===== src/rtl/rv32i_system_unit.sv =====
// rv32i_system_unit
//   Handles SYSTEM-opcode instructions for an RV32I core: the read-only
//   cycle/time/instret counters, plus ECALL and EBREAK. It also holds a
//   two-state RUN/HALTED debug FSM. EBREAK halts the unit and resume restarts it.
//
// Ports
//   clk, rst            single clock; synchronous active-high reset
//   cmd_valid/ready     command handshake
//   cmd_funct3/funct12  instruction fields; funct12 is the CSR address
//   cmd_rs1             register index or zimm
//   cmd_rs1_value       not used yet; kept for future writable CSRs
//   cmd_rd              destination register
//   retire              one-cycle pulse for each retired instruction
//   resp_valid/ready    response handshake (registered, held until ready)
//   resp_rd/value/cause cause: 0 none, 1 ECALL, 2 EBREAK, 3 illegal
//   halted, resume      debug halt status and restart pulse
module rv32i_system_unit #(
  parameter int TIME_DIV = 1
) (
  input  logic        clk,
  input  logic        rst,
  input  logic        cmd_valid,
  output logic        cmd_ready,
  input  logic [2:0]  cmd_funct3,
  input  logic [11:0] cmd_funct12,
  input  logic [4:0]  cmd_rs1,
  input  logic [31:0] cmd_rs1_value,
  input  logic [4:0]  cmd_rd,
  input  logic        retire,
  output logic        resp_valid,
  input  logic        resp_ready,
  output logic [4:0]  resp_rd,
  output logic [31:0] resp_value,
  output logic [1:0]  resp_cause,
  output logic        halted,
  input  logic        resume
);

  typedef enum logic {RUN, HALTED} state_t;

  typedef struct packed {
    logic [4:0]  rd;
    logic [31:0] value;
    logic [1:0]  cause;
  } resp_t;

  localparam logic [1:0] C_NONE = 2'd0, C_ECALL = 2'd1, C_EBREAK = 2'd2, C_ILL = 2'd3;
  localparam logic [15:0] PRESC_MAX = 16'(TIME_DIV - 1);

  logic [63:0] cycle_q, time_q, instret_q;
  logic [15:0] presc_q;
  state_t      state_q;
  resp_t       resp_q, resp_d;
  logic        resp_valid_q;
  logic        accept;

  // The operand value has no consumer until writable CSRs exist.
  logic        rs1_value_unused;
  assign rs1_value_unused = ^cmd_rs1_value;

  // rst is included so that ready stays low during reset, before the registers have settled.
  assign cmd_ready  = (!resp_valid_q || resp_ready) && !halted && !rst;
  assign accept     = cmd_valid && cmd_ready;
  assign resp_valid = resp_valid_q;
  assign resp_rd    = resp_q.rd;
  assign resp_value = resp_q.value;
  assign resp_cause = resp_q.cause;

  // Counters. A read on the acceptance cycle captures the pre-increment value
  // because decode below uses the current register contents.
  always_ff @(posedge clk) begin
    if (rst) begin
      cycle_q   <= '0;
      time_q    <= '0;
      instret_q <= '0;
      presc_q   <= '0;
    end else begin
      cycle_q   <= cycle_q + 64'd1;
      instret_q <= instret_q + {63'd0, retire};
      if (presc_q == PRESC_MAX) begin
        presc_q <= '0;
        time_q  <= time_q + 64'd1;
      end else begin
        presc_q <= presc_q + 16'd1;
      end
    end
  end

  // Decode the command into its response.
  logic        csr_hit;
  logic        csr_write;
  logic [31:0] csr_val;

  always_comb begin
    csr_hit = 1'b1;
    csr_val = '0;
    case (cmd_funct12)
      12'hC00: csr_val = cycle_q[31:0];
      12'hC80: csr_val = cycle_q[63:32];
      12'hC01: csr_val = time_q[31:0];
      12'hC81: csr_val = time_q[63:32];
      12'hC02: csr_val = instret_q[31:0];
      12'hC82: csr_val = instret_q[63:32];
      default: csr_hit = 1'b0;
    endcase
  end

  // The RW forms always write. The set/clear forms write only when rs1/zimm is nonzero.
  assign csr_write = (cmd_funct3 == 3'd1) || (cmd_funct3 == 3'd5) || (cmd_rs1 != 5'd0);

  always_comb begin
    resp_d = '0;
    case (cmd_funct3)
      3'd0: begin
        if (cmd_funct12 == 12'h000)      resp_d.cause = C_ECALL;
        else if (cmd_funct12 == 12'h001) resp_d.cause = C_EBREAK;
        else                             resp_d.cause = C_ILL;
      end
      3'd4: resp_d.cause = C_ILL;
      default: begin
        if (csr_write || !csr_hit) begin
          resp_d.cause = C_ILL;
        end else begin
          resp_d.cause = C_NONE;
          resp_d.rd    = cmd_rd;
          resp_d.value = csr_val;
        end
      end
    endcase
  end

  // Response register and RUN/HALTED FSM. The halt is taken when the EBREAK
  // response is consumed, not when it is accepted, so the core sees it first.
  always_ff @(posedge clk) begin
    if (rst) begin
      state_q      <= RUN;
      halted       <= 1'b0;
      resp_valid_q <= 1'b0;
      resp_q       <= '0;
    end else begin
      if (accept) begin
        resp_valid_q <= 1'b1;
        resp_q       <= resp_d;
      end else if (resp_valid_q && resp_ready) begin
        resp_valid_q <= 1'b0;
      end

      case (state_q)
        RUN: begin
          if (resp_valid_q && resp_ready && resp_q.cause == C_EBREAK) begin
            state_q <= HALTED;
            halted  <= 1'b1;
          end
        end
        HALTED: begin
          if (resume) begin
            state_q <= RUN;
            halted  <= 1'b0;
          end
        end
        default: begin
          state_q <= RUN;
          halted  <= 1'b0;
        end
      endcase
    end
  end

endmodule


===== config.mk =====
export PLATFORM = sky130hd
export DESIGN_NAME = rv32i_system_unit
export DESIGN_NICKNAME = d
export VERILOG_FILES = /design/src/rtl/rv32i_system_unit.sv
export SDC_FILE = /design/constraint.sdc
export NUM_CORES = 1
export LEC_CHECK = 0
export CAP_MARGIN = 0
export CORE_UTILIZATION = 55
export DETAILED_ROUTE_END_ITERATION = 6
export GPL_ROUTABILITY_DRIVEN = 0
export HOLD_SLACK_MARGIN = 0.15
export PLACE_DENSITY = 0.76
export RECOVER_POWER = 25
export SETUP_SLACK_MARGIN = 0.02
export SYNTH_ARGS = -nofsm -noshare
export SYNTH_HDL_FRONTEND = slang
export SYNTH_SLANG_ARGS = --single-unit
export TNS_END_PERCENT = 10

===== constraint.sdc =====
create_clock -name clk -period 5.45 [get_ports clk]
set_input_delay 1.09 -clock clk [delete_from_list [all_inputs] [get_ports clk]]
set_output_delay 1.09 -clock clk [all_outputs]
set_load 0.005 [all_outputs]

* After elaboration in Yosys (flattened, before gate mapping)
Cells that the tools add are included.
Word-level totals: register bits 250, input bits 63, output and inout bits 42, logic and storage cells 66
Cells by class: add/subtract/negate cells 4, equal/unequal tests 13, multiplexer cells 16, bitwise operators 1, reduce and logical (&&, ||, !) cells 22
Operator list (number):
- 32-bit one-hot mux with 6 select lines | 1
- 64-bit by 1-bit adder with 64-bit output (second input constant) | 2
- 37-bit 2-to-1 mux | 2
- 12-bit == test (second input constant) | 6
- 64-bit by 1-bit adder with 64-bit output | 1
- 16-bit by 1-bit adder with 16-bit output (second input constant) | 1
- 16-bit logical NOT | 1
- 12-bit by 1-bit == test with 1-bit output (second input constant) | 1
- 12-bit logical NOT | 1
- 1-bit 2-to-1 mux | 8
- 3-bit == test (second input constant) | 2
- 6-bit OR reduction | 1
- 1-bit logical AND | 5
- 5-bit nonzero test | 1
- 1-bit logical NOT | 4
- 1-bit logical OR | 4
- 2-bit 2-to-1 mux | 2
- 2-bit inequality test (second input constant) | 2
- 1-bit one-hot mux with 2 select lines | 2
- 2-bit one-hot mux with 2 select lines | 1
- 2-bit OR reduction | 2
- 3-bit by 1-bit == test with 1-bit output (second input constant) | 1
- 3-bit logical NOT | 1
- 2-bit == test (second input constant) | 1
- other kinds (3) | 3

* Logic depth before layout (Yosys ltp)
Gate-level depths: netlist of the first run.
depth after elaboration 7, mapped depth 10, depth with buffers taken out 7

* Least setup slack after synthesis of the first run
Ideal clock, no wire load.
path kind in2reg, start point input cmd_funct12[5], end point register resp_q, in the netlist resp_value[15], data arrival time 3.009 ns, required time 5.364 ns, slack 2.356 ns, cell stages on the path 6, path buffers 1, cell sequence nor3_1 > nand3_1 > nor3_1 > clkbuf_1 > a221oi_1 > a211oi_1
Between the ends: longest elaborated chain between the ends 7, elaborated cells between the ends (all ways) 13, classes of those cells eq/ne (6); mux (4); reduce/logical (3)
Ends and longest elaborated chain:
- start: declaration | line 25 | input logic [11:0] cmd_funct12,
- 12-bit == test | line 97 | case (cmd_funct12)
- 6-bit OR reduction (no line)
- 1-bit 2-to-1 mux | line 97
- 1-bit logical NOT | line 121 | if (csr_write || !csr_hit) begin
- 1-bit logical OR | line 121
- 37-bit 2-to-1 mux * | line 121
- 37-bit 2-to-1 mux * | line 113 | case (cmd_funct3)
- end signal: assignment | line 143 | resp_q <= resp_d;
- end: declaration | line 53 | resp_t resp_q, resp_d;
Every way passes the cells marked *; elsewhere a longest branch is shown, timed or not. A chain may end at the register's enable or synchronous reset.

* Final worst setup path of the first run
start point input rst, end point register presc_q[15]
Between the ends: longest elaborated chain between the ends 1
Ends and longest elaborated chain:
- start: declaration | line 21 | input logic rst,
- 2-bit OR reduction (no line)
- end signal: assignment | line 84 | presc_q <= presc_q + 16'd1;
- end: declaration | line 51 | logic [15:0] presc_q;
Every way passes these cells.

==> results of run 1 <==
-- synthesized netlist by cell type (21+ instances only) --
| cell type | n |
|---|---|
| sky130_fd_sc_hd__and3_1 | 33 |
| sky130_fd_sc_hd__xor2_1 | 48 |
| sky130_fd_sc_hd__a221oi_1 | 26 |
| sky130_fd_sc_hd__nand4_1 | 66 |
| sky130_fd_sc_hd__clkbuf_1 | 99 |
| sky130_fd_sc_hd__dfxtp_1 | 250 |
| sky130_fd_sc_hd__nor4_1 | 30 |
| sky130_fd_sc_hd__o31ai_1 | 40 |
| sky130_fd_sc_hd__nand3_1 | 95 |
| sky130_fd_sc_hd__nor3_1 | 21 |
| sky130_fd_sc_hd__xnor2_1 | 38 |
| sky130_fd_sc_hd__or4_1 | 45 |
| sky130_fd_sc_hd__nand2_1 | 82 |
| sky130_fd_sc_hd__o21ai_0 | 77 |
| sky130_fd_sc_hd__a211oi_1 | 28 |
| sky130_fd_sc_hd__a211o_1 | 24 |
| sky130_fd_sc_hd__a21oi_1 | 171 |
| sky130_fd_sc_hd__mux2i_1 | 38 |
| sky130_fd_sc_hd__inv_1 | 23 |
| sky130_fd_sc_hd__a22oi_1 | 30 |
| sky130_fd_sc_hd__or3_1 | 75 |
| sky130_fd_sc_hd__nor2_1 | 150 |
-- flip-flops by register name, summed over array words and instances, names as in the netlist --
signal / count
resp_value: 32
resp_rd: 5
resp_valid: 1
resp_cause: 2
presc_q: 16
halted: 1
cycle_q: 64
instret_q: 64
time_q: 64
state_q: 1
-- worst register-to-register path: cells and delay by family (launching register included) --
| family | cells | cell delay (ps) |
|---|---|---|
| AO/OA/AOI/OAI | 1 | 160 |
| AND/OR/NAND/NOR | 4 | 2720 |
| buffers and inverters | 1 | 80 |
| flip-flops | 1 | 370 |
| adder cells (fa/ha/maj) | 1 | 140 |
-- layer usage --
layer,track usage,share of wire,wire length [microns],vias up
met5,0,0,0,-
met4,0.121,0.035,1330,0
met3,0.0373,0.081,3090,88
met2,0.498,0.46,17600,535
met1,0.432,0.43,16300,6099
li1,-,-,-,5964
-- final cells by class --
cell class,instances,share of cell area
Timing Repair Buffer,88,0.0564
Clock buffer,43,0.0586
Tap cell,313,0.0267
Clock inverter,7,0.00606
Multi-Input combinational cell,1204,0.505
Inverter,23,0.00589
Sequential cell,250,0.342
-- power by group --
part	switching [mW]	internal, mW	total, mW	leakage, nW
clock network	0.770	1.17	1.94	0.470
registers	0.0109	1.84	1.85	2.02
logic	0.0819	0.0468	0.129	1.81
-- cells by family (layout without fill, tap and decap cells) --
kind of cell    Yosys count  after routing  share of synthesized area
xor+xnor                 86             86                     0.0585
buf+inv                 129            161                     0.0389
flops                   250            250                      0.389
compound gates          415            415                      0.200
fa+ha+maj                 6              6                    0.00583
simple gates            653            653                      0.274
mux                      44             44                     0.0348
-- cell usage in the layout (no fill, tap or decap), types with 40 or more instances in the layout --
cell	n
sky130_fd_sc_hd__o21ai_0	77
sky130_fd_sc_hd__nor2_1	150
sky130_fd_sc_hd__dfxtp_1	250
sky130_fd_sc_hd__clkdlybuf4s50_1	68
sky130_fd_sc_hd__xor2_1	48
sky130_fd_sc_hd__nand2_1	82
sky130_fd_sc_hd__a21oi_1	171
sky130_fd_sc_hd__o31ai_1	40
sky130_fd_sc_hd__nand4_1	66
sky130_fd_sc_hd__nand3_1	95
sky130_fd_sc_hd__or3_1	75
sky130_fd_sc_hd__or4_1	45
-- path summary, 6_finish.rpt --
kind | endpoint | slack, ps | cells after the start
max | presc_q[15] | 1140 | 4
min | resp_value[24] | 470 | 2
max reg2reg | time_q[58] | 1860 | 7
min reg2reg | resp_value[24] | 470 | 2
-- per-stage QoR --
stage               setup WS [ps]   util  area (sq um)  instances
CTS                          2000  0.644         14700       1928
detailed placement           1640  0.603         13700       1878
finish                       1140  0.643         14700       1928
floorplan                    2360      -         12900       1583
global route                  927  0.643         14700       1928
global placement             1730  0.603         13700       1878
==> metrics.txt, run 1 <==
final critical-path share of the clock period=0.791; Max Fanout on Critical Path=between 70 and 80; clock-pin slew on the worst setup and hold paths=~60 ps; start point of the worst min-delay path=resp_value[24]; Min Clock Period, post-route=between 4000 and 5000 ps; Setup TNS Final=0 ps; launch point of the worst path=rst; dpl hpwl=26.1 mm; Yosys Warn Count=0; overall die width=155 microns; area of the mapped netlist=12,900 sq um; clock buffer count from CTS=28; synth-to-layout area growth=13.8%; I/O pin total=105; TritonCTS clock tree=built; Buffers & Inverters on Critical Path=2; top cell type's share of synthesized area=0.389; critical path data arrival time=4740 ps; Via Count=12,700; setup repair after global routing missed its margin=no; average size of a mapped cell=a little over 8 sq um; fraction of layout cells with a size suffix above 1=0.0520; total number of clock tree sinks=250; global routing usage summed across all routing layers=0.313; number of antenna cells inserted=0; drt drc=0; Synth cell types=53; Hold Vio Cnt, Final=0; cells after synthesis=1,583; Iteration-0 DRC Markers=1,308; peak ir drop on the vdd network=~0.21 mV; number of synthesized register bits=250; # nets final=approximately 1,700; Sequential cell area=5000 sq um; antenna violations before repair=0; multi-input combinational cell area=~7400 sq um; number of buffers added to fix hold violations after cts=0; deepest clock path buffer count=3; first-pass GRT wire length=~61 mm; area of the core=roughly 23,000 sq um; Top FF cell, synth=sky130_fd_sc_hd__dfxtp_1; failing checks=max-capacitance violations, max-slew violations; number of buffers inserted by port buffering=72; initial core utilization=0.565; clock insertion delay at the later pin of the skew report=around 550 ps; result of the run=complete, but fails checks; cell accounting for the most synthesized area=sky130_fd_sc_hd__dfxtp_1; MaxCap Viol Count=2; Crit Path Class=in -> reg; Reg-to-Reg Start=presc_q[0]; highest clock frequency the design can meet=232 MHz; post-detailed-route via-to-cell ratio=between 6 and 7; hold_ws=between 400 and 500 ps; fraction of registers with async set or reset after synthesis=0; number of global-route vias before repair=~11,000; pin count of the biggest net entering global routing=94; cell chosen for the clock root=sky130_fd_sc_hd__clkbuf_16; Routed wire per std cell=between 15 and 20 microns; Pwr Total=slightly below 4 mW; height of the chip=between 150 and 200 microns; number of flops mapped to enable cells by yosys=0; number of H-tree branching levels=1; # resized after CTS=0; final setup violating endpoints=0; Tightest Pin Transition=approximately 3400 ps; leading cell types by total area after synthesis=sky130_fd_sc_hd__dfxtp_1 39%, sky130_fd_sc_hd__a21oi_1 6.6%, sky130_fd_sc_hd__nor2_1 4.4%; cell breakdown of the critical path=buf_6, clkbuf_1, or2_2, nor2_1; Power Dens Cells=roughly 270 nW/um^2; number of pins with negative max-slew slack in the final report=between 150 and 200; buffers inserted by post-CTS timing repair=0; number of iterations in the first detailed-routing pass=6; antenna-violating nets left=0; CP required=just under 6000 ps; family of cells with the greatest summed delay on the critical path=buffers and inverters; startpoint type of the worst setup path=input port; total nets after synthesis=1,652; cell with the biggest individual delay on the critical path=sky130_fd_sc_hd__clkbuf_1; sequential cell area fraction in the yosys report=0.389; largest stage delay on the critical path=about 2400 ps; Routed Wire Length=between 30 and 40 mm; worst relative slew slack=-1.23; number of filler instances in the final layout=between 1,500 and 2,000; static leakage=~4.3 nW; final clock skew=about 12 ps; Worst Setup End Kind=register; FP Rows=55; Die ar.=24,000 sq um; worst hold path type=reg -> reg; GR Overflow Total=0
(Power assumes the default switching activity.)
==> run 2: changes to the inputs <==
==> constraint.sdc (replaced) <==
create_clock -name clk -period 4.51 [get_ports clk]
set_input_delay 0.902 -clock clk [delete_from_list [all_inputs] [get_ports clk]]
set_output_delay 0.902 -clock clk [all_outputs]
set_load 0.005 [all_outputs]
==> run 2 against run 1 <==
  * The run still ends with max-capacitance violations, max-slew violations left
  * Highest routed layer unchanged
  * Worst setup slack improved by 280 ps
  * Clock-buffer cell count shrank 1
  * Sequential share of layout area rose by 0.12 points
  * Cell count is 0.10% higher
  * Critical path depth up 1
  * Non-clock buffer count is 4 higher
  * Critical path type is now reg -> reg
  * Critical endpoint is now cycle_q[38]
  * Largest cell class unchanged
  * Sequential power rose by 21%
  * Global-route usage is 0.37 points lower
  * Die area is the same
  * Clock skew increased by 12 ps
==> metrics.txt, run 2 (synthesis results as in run 1) <==
Design Area, Final=between 10,000 and 15,000 sq um; Iteration-0 DRC Markers=~1,300; clock buffer count from CTS=27; MaxCap Viol Count=2; clock insertion delay at the later pin of the skew report=550 ps; startpoint type of the worst setup path=register; cell chosen for the clock root=sky130_fd_sc_hd__clkbuf_16; initial core utilization=0.565; final setup violating endpoints=0; Min-Delay Path Depth=2; fraction of layout cells with a size suffix above 1=0.0526; Worst Setup End Kind=register; Max Fanout on Critical Path=29; worst hold path type=reg -> reg; buffers inserted by post-CTS timing repair=0; multi-input combinational cell area=~7400 sq um; Reg-to-Reg Start=cycle_q[3]; worst relative slew slack=-0.185; Die ar.=between 20,000 and 25,000 sq um; final critical-path share of the clock period=0.685; Pwr Total=4.58 mW; result of the run=complete, but fails checks; Internal=about 3.5 mW; Routed Wire Length=between 30 and 40 mm; relative contribution of combinational cells to total power=0.034; TritonCTS clock tree=built; sequential fraction of design power=0.487; most common cell after layout, fill and taps aside=sky130_fd_sc_hd__dfxtp_1; number of pins with negative max-slew slack in the final report=162; number of filler instances in the final layout=1,951; area of the core=between 20,000 and 25,000 sq um; failing checks=max-capacitance violations, max-slew violations; CP required=between 4000 and 5000 ps; # resized after CTS=0; Regs by FF count=cycle_q (64), instret_q (64), time_q (64); number of antenna cells inserted=0; number of buffers inserted by port buffering=between 70 and 80; post-detailed-route via-to-cell ratio=around 6.6; Clock power frac=0.479; antenna-violating nets left=0; start point of the worst min-delay path=resp_value[24]; Via Count=approximately 13,000; end of the worst register-to-register path=cycle_q[38]; Power Dens Cells=~310 nW/um^2; Setup TNS Final=0 ps; static leakage=4.30 nW; first-pass GRT wire length=around 60 mm; peak ir drop on the vdd network=between 0.2 and 0.3 mV; pin count of the biggest net entering global routing=a little under 90; Crit Path Class=reg -> reg; Worst R2R Path Depth=5; Hold Vio Cnt, Final=0; antenna violations before repair=0; height of the chip=155 microns; number of H-tree branching levels=1; I/O pin total=roughly 110; global routing usage summed across all routing layers=0.309; Sequential cell area=approximately 5000 sq um; total number of clock tree sinks=250; critical path data arrival time=3520 ps; worst hold path endpoint=resp_value[24]; highest clock frequency the design can meet=324 MHz; GR Overflow Total=0; Tightest Pin Transition=approximately 1800 ps; final clock skew=between 20 and 25 ps; drt drc=0; deepest clock path buffer count=3; fraction of power spent switching nets=0.225; synth-to-layout area growth=13.4%; Min Clock Period, post-route=around 3000 ps; worst reg-to-reg setup slack=roughly 1400 ps; Routed wire per std cell=19.6 microns; top library cells by usage in the layout, fill and taps aside=250 x sky130_fd_sc_hd__dfxtp_1, 171 x sky130_fd_sc_hd__a21oi_1, 150 x sky130_fd_sc_hd__nor2_1; FP Rows=55; setup repair after global routing missed its margin=no; number of iterations in the first detailed-routing pass=5; Post-DP Area=about 14,000 sq um; # nets final=1,667; dpl hpwl=around 26 mm; number of global-route vias before repair=between 10,000 and 15,000; number of buffers added to fix hold violations after cts=0; overall die width=roughly 160 microns; sw power=1.03 mW; clock-pin slew on the worst setup and hold paths=roughly 60 ps
-- run 2: cell count changes in the layout (fill, tap and decap cells not counted), sizes merged --
cell           change
dlygate4sd3       +11
clkinvlp           +1
clkinv             -1
bufinv             -1
clkdlybuf4s50     -11
buf                +3
-- run 2: how the worst max path moves through the flow --
stage,startpoint,to,slack (ps)
2_1_floorplan,cmd_funct12[5],resp_value[15],1600
3_3_place_gp,cmd_funct12[0],resp_value[25],1120
3_5_place_dp,cmd_funct12[5],resp_value[11],1100
4_1_cts,resp_ready,cmd_ready,1450
5_1_grt,presc_q[0],time_q[60],1200
6_report,cycle_q[3],cycle_q[38],1420
-- run 2: power groups by stage --
stage / sequential [mW] / clock [mW] / combinational, mW
2_1_floorplan: 2.27 / 0 / 0.0955
3_3_place_gp: 2.28 / 0 / 0.153
3_5_place_dp: 2.28 / 0 / 0.154
4_1_cts: 2.23 / 2.20 / 0.154
5_1_grt: 2.23 / 2.30 / 0.167
6_report: 2.23 / 2.19 / 0.156
-- run 2: layout make-up --
class	instances	share of cell area
Clock inverter	6	0.00420
Sequential cell	250	0.343
Multi-Input combinational cell	1204	0.507
Timing Repair Buffer	92	0.0584
Tap cell	313	0.0268
Clock buffer	42	0.0549
Inverter	23	0.00591
-- run 2: through the flow --
step | setup WS [ps] | cells | hold WS [ps] | utilization
5_1_grt | 1200 | 1930 | 485 | 0.641
6_report | 1420 | 1930 | 458 | 0.641
4_1_cts | 1450 | 1930 | 461 | 0.642
3_3_place_gp | 1120 | 1882 | 448 | 0.604
2_1_floorplan | 1600 | 1583 | 438 | -
3_5_place_dp | 1100 | 1882 | 452 | 0.604
-- run 2: metal layers --
metal | vias up | share of wire | GRT usage
met3 | 85 | 0.077 | 0.0326
met1 | 6115 | 0.44 | 0.437
li1 | 5975 | - | -
met5 | - | 0 | 0
met4 | 0 | 0.034 | 0.111
met2 | 547 | 0.45 | 0.488
-- run 2: critical path: stages, from the launching register on --
cell                      delay [ps]
sky130_fd_sc_hd__dfxtp_1         470
sky130_fd_sc_hd__nand4_2         230
sky130_fd_sc_hd__or4_4           760
sky130_fd_sc_hd__or4_1           880
sky130_fd_sc_hd__or3_1           460
sky130_fd_sc_hd__a21oi_1         150
==> run 3: changes to the inputs <==
--- a/config.mk
+++ b/config.mk
@@ -6,11 +6,11 @@
 export NUM_CORES = 1
 export LEC_CHECK = 0
 export CAP_MARGIN = 0
-export CORE_UTILIZATION = 55
+export CORE_UTILIZATION = 53
 export DETAILED_ROUTE_END_ITERATION = 6
 export GPL_ROUTABILITY_DRIVEN = 0
 export HOLD_SLACK_MARGIN = 0.15
-export PLACE_DENSITY = 0.76
+export PLACE_DENSITY = 0.77
 export RECOVER_POWER = 25
 export SETUP_SLACK_MARGIN = 0.02
 export SYNTH_ARGS = -nofsm -noshare
==> constraint.sdc (replaced) <==
create_clock -name clk -period 2.62 [get_ports clk]
set_input_delay 0.524 -clock clk [delete_from_list [all_inputs] [get_ports clk]]
set_output_delay 0.524 -clock clk [all_outputs]
set_load 0.005 [all_outputs]
==> run 3 against run 2 <==
  * The run still ends with max-capacitance violations, max-slew violations left
  * Routed wire length is 1.2% higher
  * Sequential share of layout area is 1.6 points lower
  * Utilization up 0.47 points
  * Sequential cell count unchanged
  * Critical endpoint is now cycle_q[54]
==> metrics.txt, run 3 (synthesis results as in run 1) <==
result of the run=complete, but fails checks; failing checks=max-capacitance violations, max-slew violations; area of the core=between 20,000 and 25,000 sq um; final worst slack=132 ps; Min Clock Period, post-route=2490 ps; end of the worst register-to-register path=cycle_q[54]; static leakage=between 4 and 5 nW; Crit Path Class=reg -> reg; final setup violating endpoints=0; number of H-tree branching levels=1; Pwr Total=around 8 mW; cell breakdown of the critical path=nand4_2, or4_4, or4_1, buf_4, or3_1, a21oi_1; # resized after CTS=0; Reg-to-Reg Start=cycle_q[4]; Routed Wire Length=about 38 mm; number of iterations in the first detailed-routing pass=6; startpoint type of the worst setup path=register; total number of clock tree sinks=250; Post-Place Worst Slack=-19.3 ps; Sequential cell area=5000 sq um; family of cells with the greatest summed delay on the critical path=simple AND/OR/NAND/NOR gates; number of global-route vias before repair=roughly 11,000; Routed wire per std cell=approximately 19 microns; clock buffer count from CTS=28; top library cells by usage in the layout, fill and taps aside=250 x sky130_fd_sc_hd__dfxtp_1, 171 x sky130_fd_sc_hd__a21oi_1, 150 x sky130_fd_sc_hd__nor2_1; GR Overflow Total=0; worst relative slew slack=-0.382; largest stage delay on the critical path=630 ps; TritonCTS clock tree=built; worst hold path type=reg -> reg; utilization after layout=0.646; number of buffers inserted by port buffering=72; number of pins with negative max-slew slack in the final report=approximately 100; critical path data arrival time=roughly 3000 ps; Die ar.=between 20,000 and 25,000 sq um; start point of the worst min-delay path=resp_value[24]; initial core utilization=0.544; # nets final=roughly 1,700; post-detailed-route via-to-cell ratio=about 6.3; dpl hpwl=27.2 mm; synth-to-layout area growth=18.8%; number of antenna cells inserted=0; Buffers & Inverters on Critical Path=1; setup repair after global routing missed its margin=no; Worst Setup End Kind=register; Setup TNS Final=0 ps; pin count of the biggest net entering global routing=98; CP required=3100 ps; fraction of layout cells with a size suffix above 1=0.0950; overall die width=roughly 160 microns; Post-DP Area=14,400 sq um; antenna violations before repair=0; MaxCap Viol Count=1; buffers inserted by post-CTS timing repair=0; Design Area, Final=15,300 sq um; global routing usage summed across all routing layers=0.306; peak ir drop on the vdd network=between 0.4 and 0.5 mV; Worst R2R Path Depth=6; highest clock frequency the design can meet=402 MHz; Iteration-0 DRC Markers=1,407; cell with the biggest individual delay on the critical path=sky130_fd_sc_hd__or4_4; Max Fanout on Critical Path=12; Tightest Pin Transition=between 2000 and 2500 ps; clock-pin slew on the worst setup and hold paths=60 ps; cell chosen for the clock root=sky130_fd_sc_hd__clkbuf_16; Min-Delay Path Depth=2; Via Count=between 10,000 and 15,000; multi-input combinational cell area=7410 sq um; number of buffers added to fix hold violations after cts=0; most common cell after layout, fill and taps aside=sky130_fd_sc_hd__dfxtp_1; Hold Vio Cnt, Final=0; first-pass GRT wire length=about 60 mm; worst hold path endpoint=resp_value[24]; height of the chip=158 microns; clock insertion delay at the later pin of the skew report=around 550 ps; final clock skew=between 8 and 9 ps; final critical-path share of the clock period=0.950; deepest clock path buffer count=3; number of filler instances in the final layout=roughly 2,000; antenna-violating nets left=0; I/O pin total=105; Power Dens Cells=around 530 nW/um^2; Regs by FF count=cycle_q (64), instret_q (64), time_q (64); FP Rows=between 50 and 60; drt drc=0; worst reg-to-reg setup slack=~130 ps
run 3: changes by cell type in the layout (fill, tap and decap cells not counted), sizes merged:
| cell | change |
|---|---|
| bufinv | +1 |
| clkinv | +6 |
| clkdlybuf4s50 | +6 |
| buf | +68 |
| clkbuf | +3 |
| dlygate4sd3 | -6 |
run 3: through the flow:
step	cells	hold WS, ps
floorplan	1583	438
global placement	1962	445
detailed placement	1962	460
CTS	2014	473
global route	2014	511
finish	2014	467
run 3: how the worst max path moves through the flow:
stage | startpoint | endpoint | depth (start not counted)
2_1_floorplan | cmd_funct12[5] | resp_value[15] | 6
3_3_place_gp | cmd_funct12[3] | resp_value[12] | 8
3_5_place_dp | cmd_rs1[1] | resp_value[15] | 8
4_1_cts | cycle_q[4] | cycle_q[45] | 6
5_1_grt | presc_q[2] | time_q[57] | 6
6_report | cycle_q[4] | cycle_q[54] | 6
run 3: worst register-to-register path, cell delays in order, from the launching register on:
cell                      delay (ps)
sky130_fd_sc_hd__dfxtp_1         370
sky130_fd_sc_hd__nand4_2         140
sky130_fd_sc_hd__or4_4           630
sky130_fd_sc_hd__or4_1           580
sky130_fd_sc_hd__buf_4           200
sky130_fd_sc_hd__or3_1           350
sky130_fd_sc_hd__a21oi_1         150
run 3: area by class of cell:
class / instances / share of cell area
clock buffers: 39 / 0.0525
clock inverters: 13 / 0.00810
inverters: 23 / 0.00565
multi-input cells: 1204 / 0.485
flip-flops and latches: 250 / 0.327
well taps: 319 / 0.0261
repair buffers: 166 / 0.0957
run 3: power by group:
part / switching [mW] / internal, mW / leakage (nW)
sequential: 0.0198 / 3.82 / 2.02
clock: 1.65 / 2.34 / 0.463
combinational: 0.180 / 0.115 / 2.22
run 3: metal layers:
layer  global-route usage  wire, microns  vias up
met5                    0              0        -
li1                     -              -     6132
met1                0.427          16900     6044
met3               0.0465           2810       74
met2                0.478          17400      515
met4                0.102           1220        0
==> edit (flow settings as in run 1) <==
Take the reset off `instret_q` and load it in a clocked block of its own.
--- a/src/rtl/rv32i_system_unit.sv
+++ b/src/rtl/rv32i_system_unit.sv
@@ -73,9 +73,7 @@
       cycle_q   <= '0;
       time_q    <= '0;
-      instret_q <= '0;
       presc_q   <= '0;
     end else begin
       cycle_q   <= cycle_q + 64'd1;
-      instret_q <= instret_q + {63'd0, retire};
       if (presc_q == PRESC_MAX) begin
         presc_q <= '0;
@@ -85,4 +83,8 @@
       end
     end
+  end
+
+  always_ff @(posedge clk) begin
+    instret_q <= instret_q + {63'd0, retire};
   end
 
Behaviour: not the same (a bounded check fails within 4 cycles, from zero or initial values and one cycle with rst high).
==> edit against run 1 <==
- via count fell by 10%
- worst setup slack improved by 0.67 ns
- power fell by 1.3%
- sequential cell count did not move
- clock power fell by 7%
- wire length fell by 7.9%
- combinational power rose by 27%
- synthesized area fell by 4.2%
- final area fell by 4.0%
- largest cell class unchanged
- largest power group is now sequential cells
==> edit: results (changes against run 1) <==
metric,value,unit,change
worst hold path endpoint,resp_value[25]$_SDFFE_PP0P_,,
Hold Path Stages,2,,unchanged
end of the worst register-to-register path,time_q[37]$_SDFFE_PP0P_,,
Slew @ Worst Pin,1.10,ns,-2.25 ns
CTS resizes,0,,unchanged
first-pass GRT wire length,55000,um,-9.1%
critical path's largest stage delay,0.93,ns,-1.47 ns
sequential-to-total area share from yosys stat,40.6,%,+1.7 points
R2R depth,5,,-2
Syn Nets,1522,,-7.9%
pre-CTS setup slack,1.32,ns,-0.319 ns
Placed Area,0.0132,mm2,-3.8%
Starting DRT DRC Count,1029,,-21%
Netlist cell types,54,,+1.9%
fill cell count,1900,,-3.5%
worst-path maximum fanout,23,,-68%
ys async rst share,0,%,unchanged
fin nets,1562,,-6.1%
Synth top cells by count,"250 x dfxtp_1, 125 x nor2_1, 111 x nand2_1",,
post-detail-place hpwl,25300,um,-3.1%
"top cells by area, synth","dfxtp_1 41%, xor2_1 5.2%, nor2_1 3.8%",,
H-tree depth,1,,unchanged
Fin Hold WS,0.443,ns,-0.0257 ns
CP arrival,4.10,ns,-0.64 ns
status,"complete, no violations",,
vias in the first global route,10300,,-9.8%
via count,11400,,-10%
critical hold path startpoint,resp_value[25]$_SDFFE_PP0P_,,
CTS Buf Count,27,,-3.6%
Post-Route M1 WL,14900,um,-8.9%
Worst VDD drop,0.255,mV,+20%
R2R Path Start,presc_q[9]$_SDFF_PP0_,,
pin count of the biggest net entering global routing,81,,-14%
drt first pass iters,5,,-1
LEAKAGE,4.69,nW,+9.3%
Overall Global Routing Usage,30.8,%,-0.50 points
FF-to-FF setup slack,1.81,ns,-0.05 ns
share of layout cells above drive strength 1,6.28,%,+1.1 points
Clock Skew,0.0158,ns,+0.00350 ns
top sig layer,met4,,
Crit-path slowest cell,nand4_1,,
CTS Buffer Depth,3,,unchanged
final worst-path cycle share,66.9,%,-12 points
final wirelength,35200,um,-7.9%
# diodes,0,,unchanged
Crit Path Category,flop to flop,,
ys flop type,dfxtp_1,,
DR WL met3,2220,um,-28%
wire length on met2,16800,um,-4.2%
## edit: cell types whose count changed after synthesis, moves of 24 or more
| cell | delta |
|---|---|
| xor2_1 | +25 |
| a211o_1 | -24 |
| nor2_1 | -25 |
| or3_1 | -33 |
| clkbuf_1 | -43 |
| a21oi_1 | -82 |
| a211oi_1 | -25 |
| nand2_1 | +29 |
## edit: per-layer routing
layer / vias up / global-route usage [%]
li1: 5441 / -
met1: 5478 / 39.9
met2: 390 / 52.1
met3: 82 / 3.71
met4: 0 / 11.6
met5: - / 0
## edit: worst max-delay path: cells and delay by family, from the launching register on
family / cells / cell delay, ns
AO/OA/AOI/OAI: 1 / 0.17
flip-flops: 1 / 0.35
AND/OR/NAND/NOR: 4 / 3.05
## edit: layout make-up
cell class | count | area [um2] | area share [%]
clock inverter | 9 | 101 | 0.721
tap | 280 | 350 | 2.49
timing repair buffer | 83 | 791 | 5.62
sequential | 250 | 5000 | 35.6
clock buffer | 39 | 761 | 5.41
multi-input combinational | 1101 | 6940 | 49.4
inverter | 30 | 113 | 0.801
## edit: cell families after synthesis
group,count (synthesis),synth area share (%)
and+or+nand+nor,631,27.3
AOI/OAI and AO/OA,273,13.8
DFF,250,40.6
xor gates and xnor gates,123,8.74
buffers and inverters,102,3.20
muxes,68,5.75
adders and majority gates,6,0.609
## edit: stage by stage
stage / utilization [%] / instances / power [W]
floorplan: - / 1453 / 0.00203
global placement: 60.3 / 1744 / 0.00210
detailed placement: 60.3 / 1744 / 0.00211
CTS: 64.3 / 1792 / 0.00389
global route: 64.2 / 1792 / 0.00398
finish: 64.2 / 1792 / 0.00387
## edit: power breakdown
part,switching [W],internal (W)
clock,0.000737,0.00106
sequential,0.0000460,0.00186
combinational,0.0000934,0.0000705
total,0.000876,0.00299
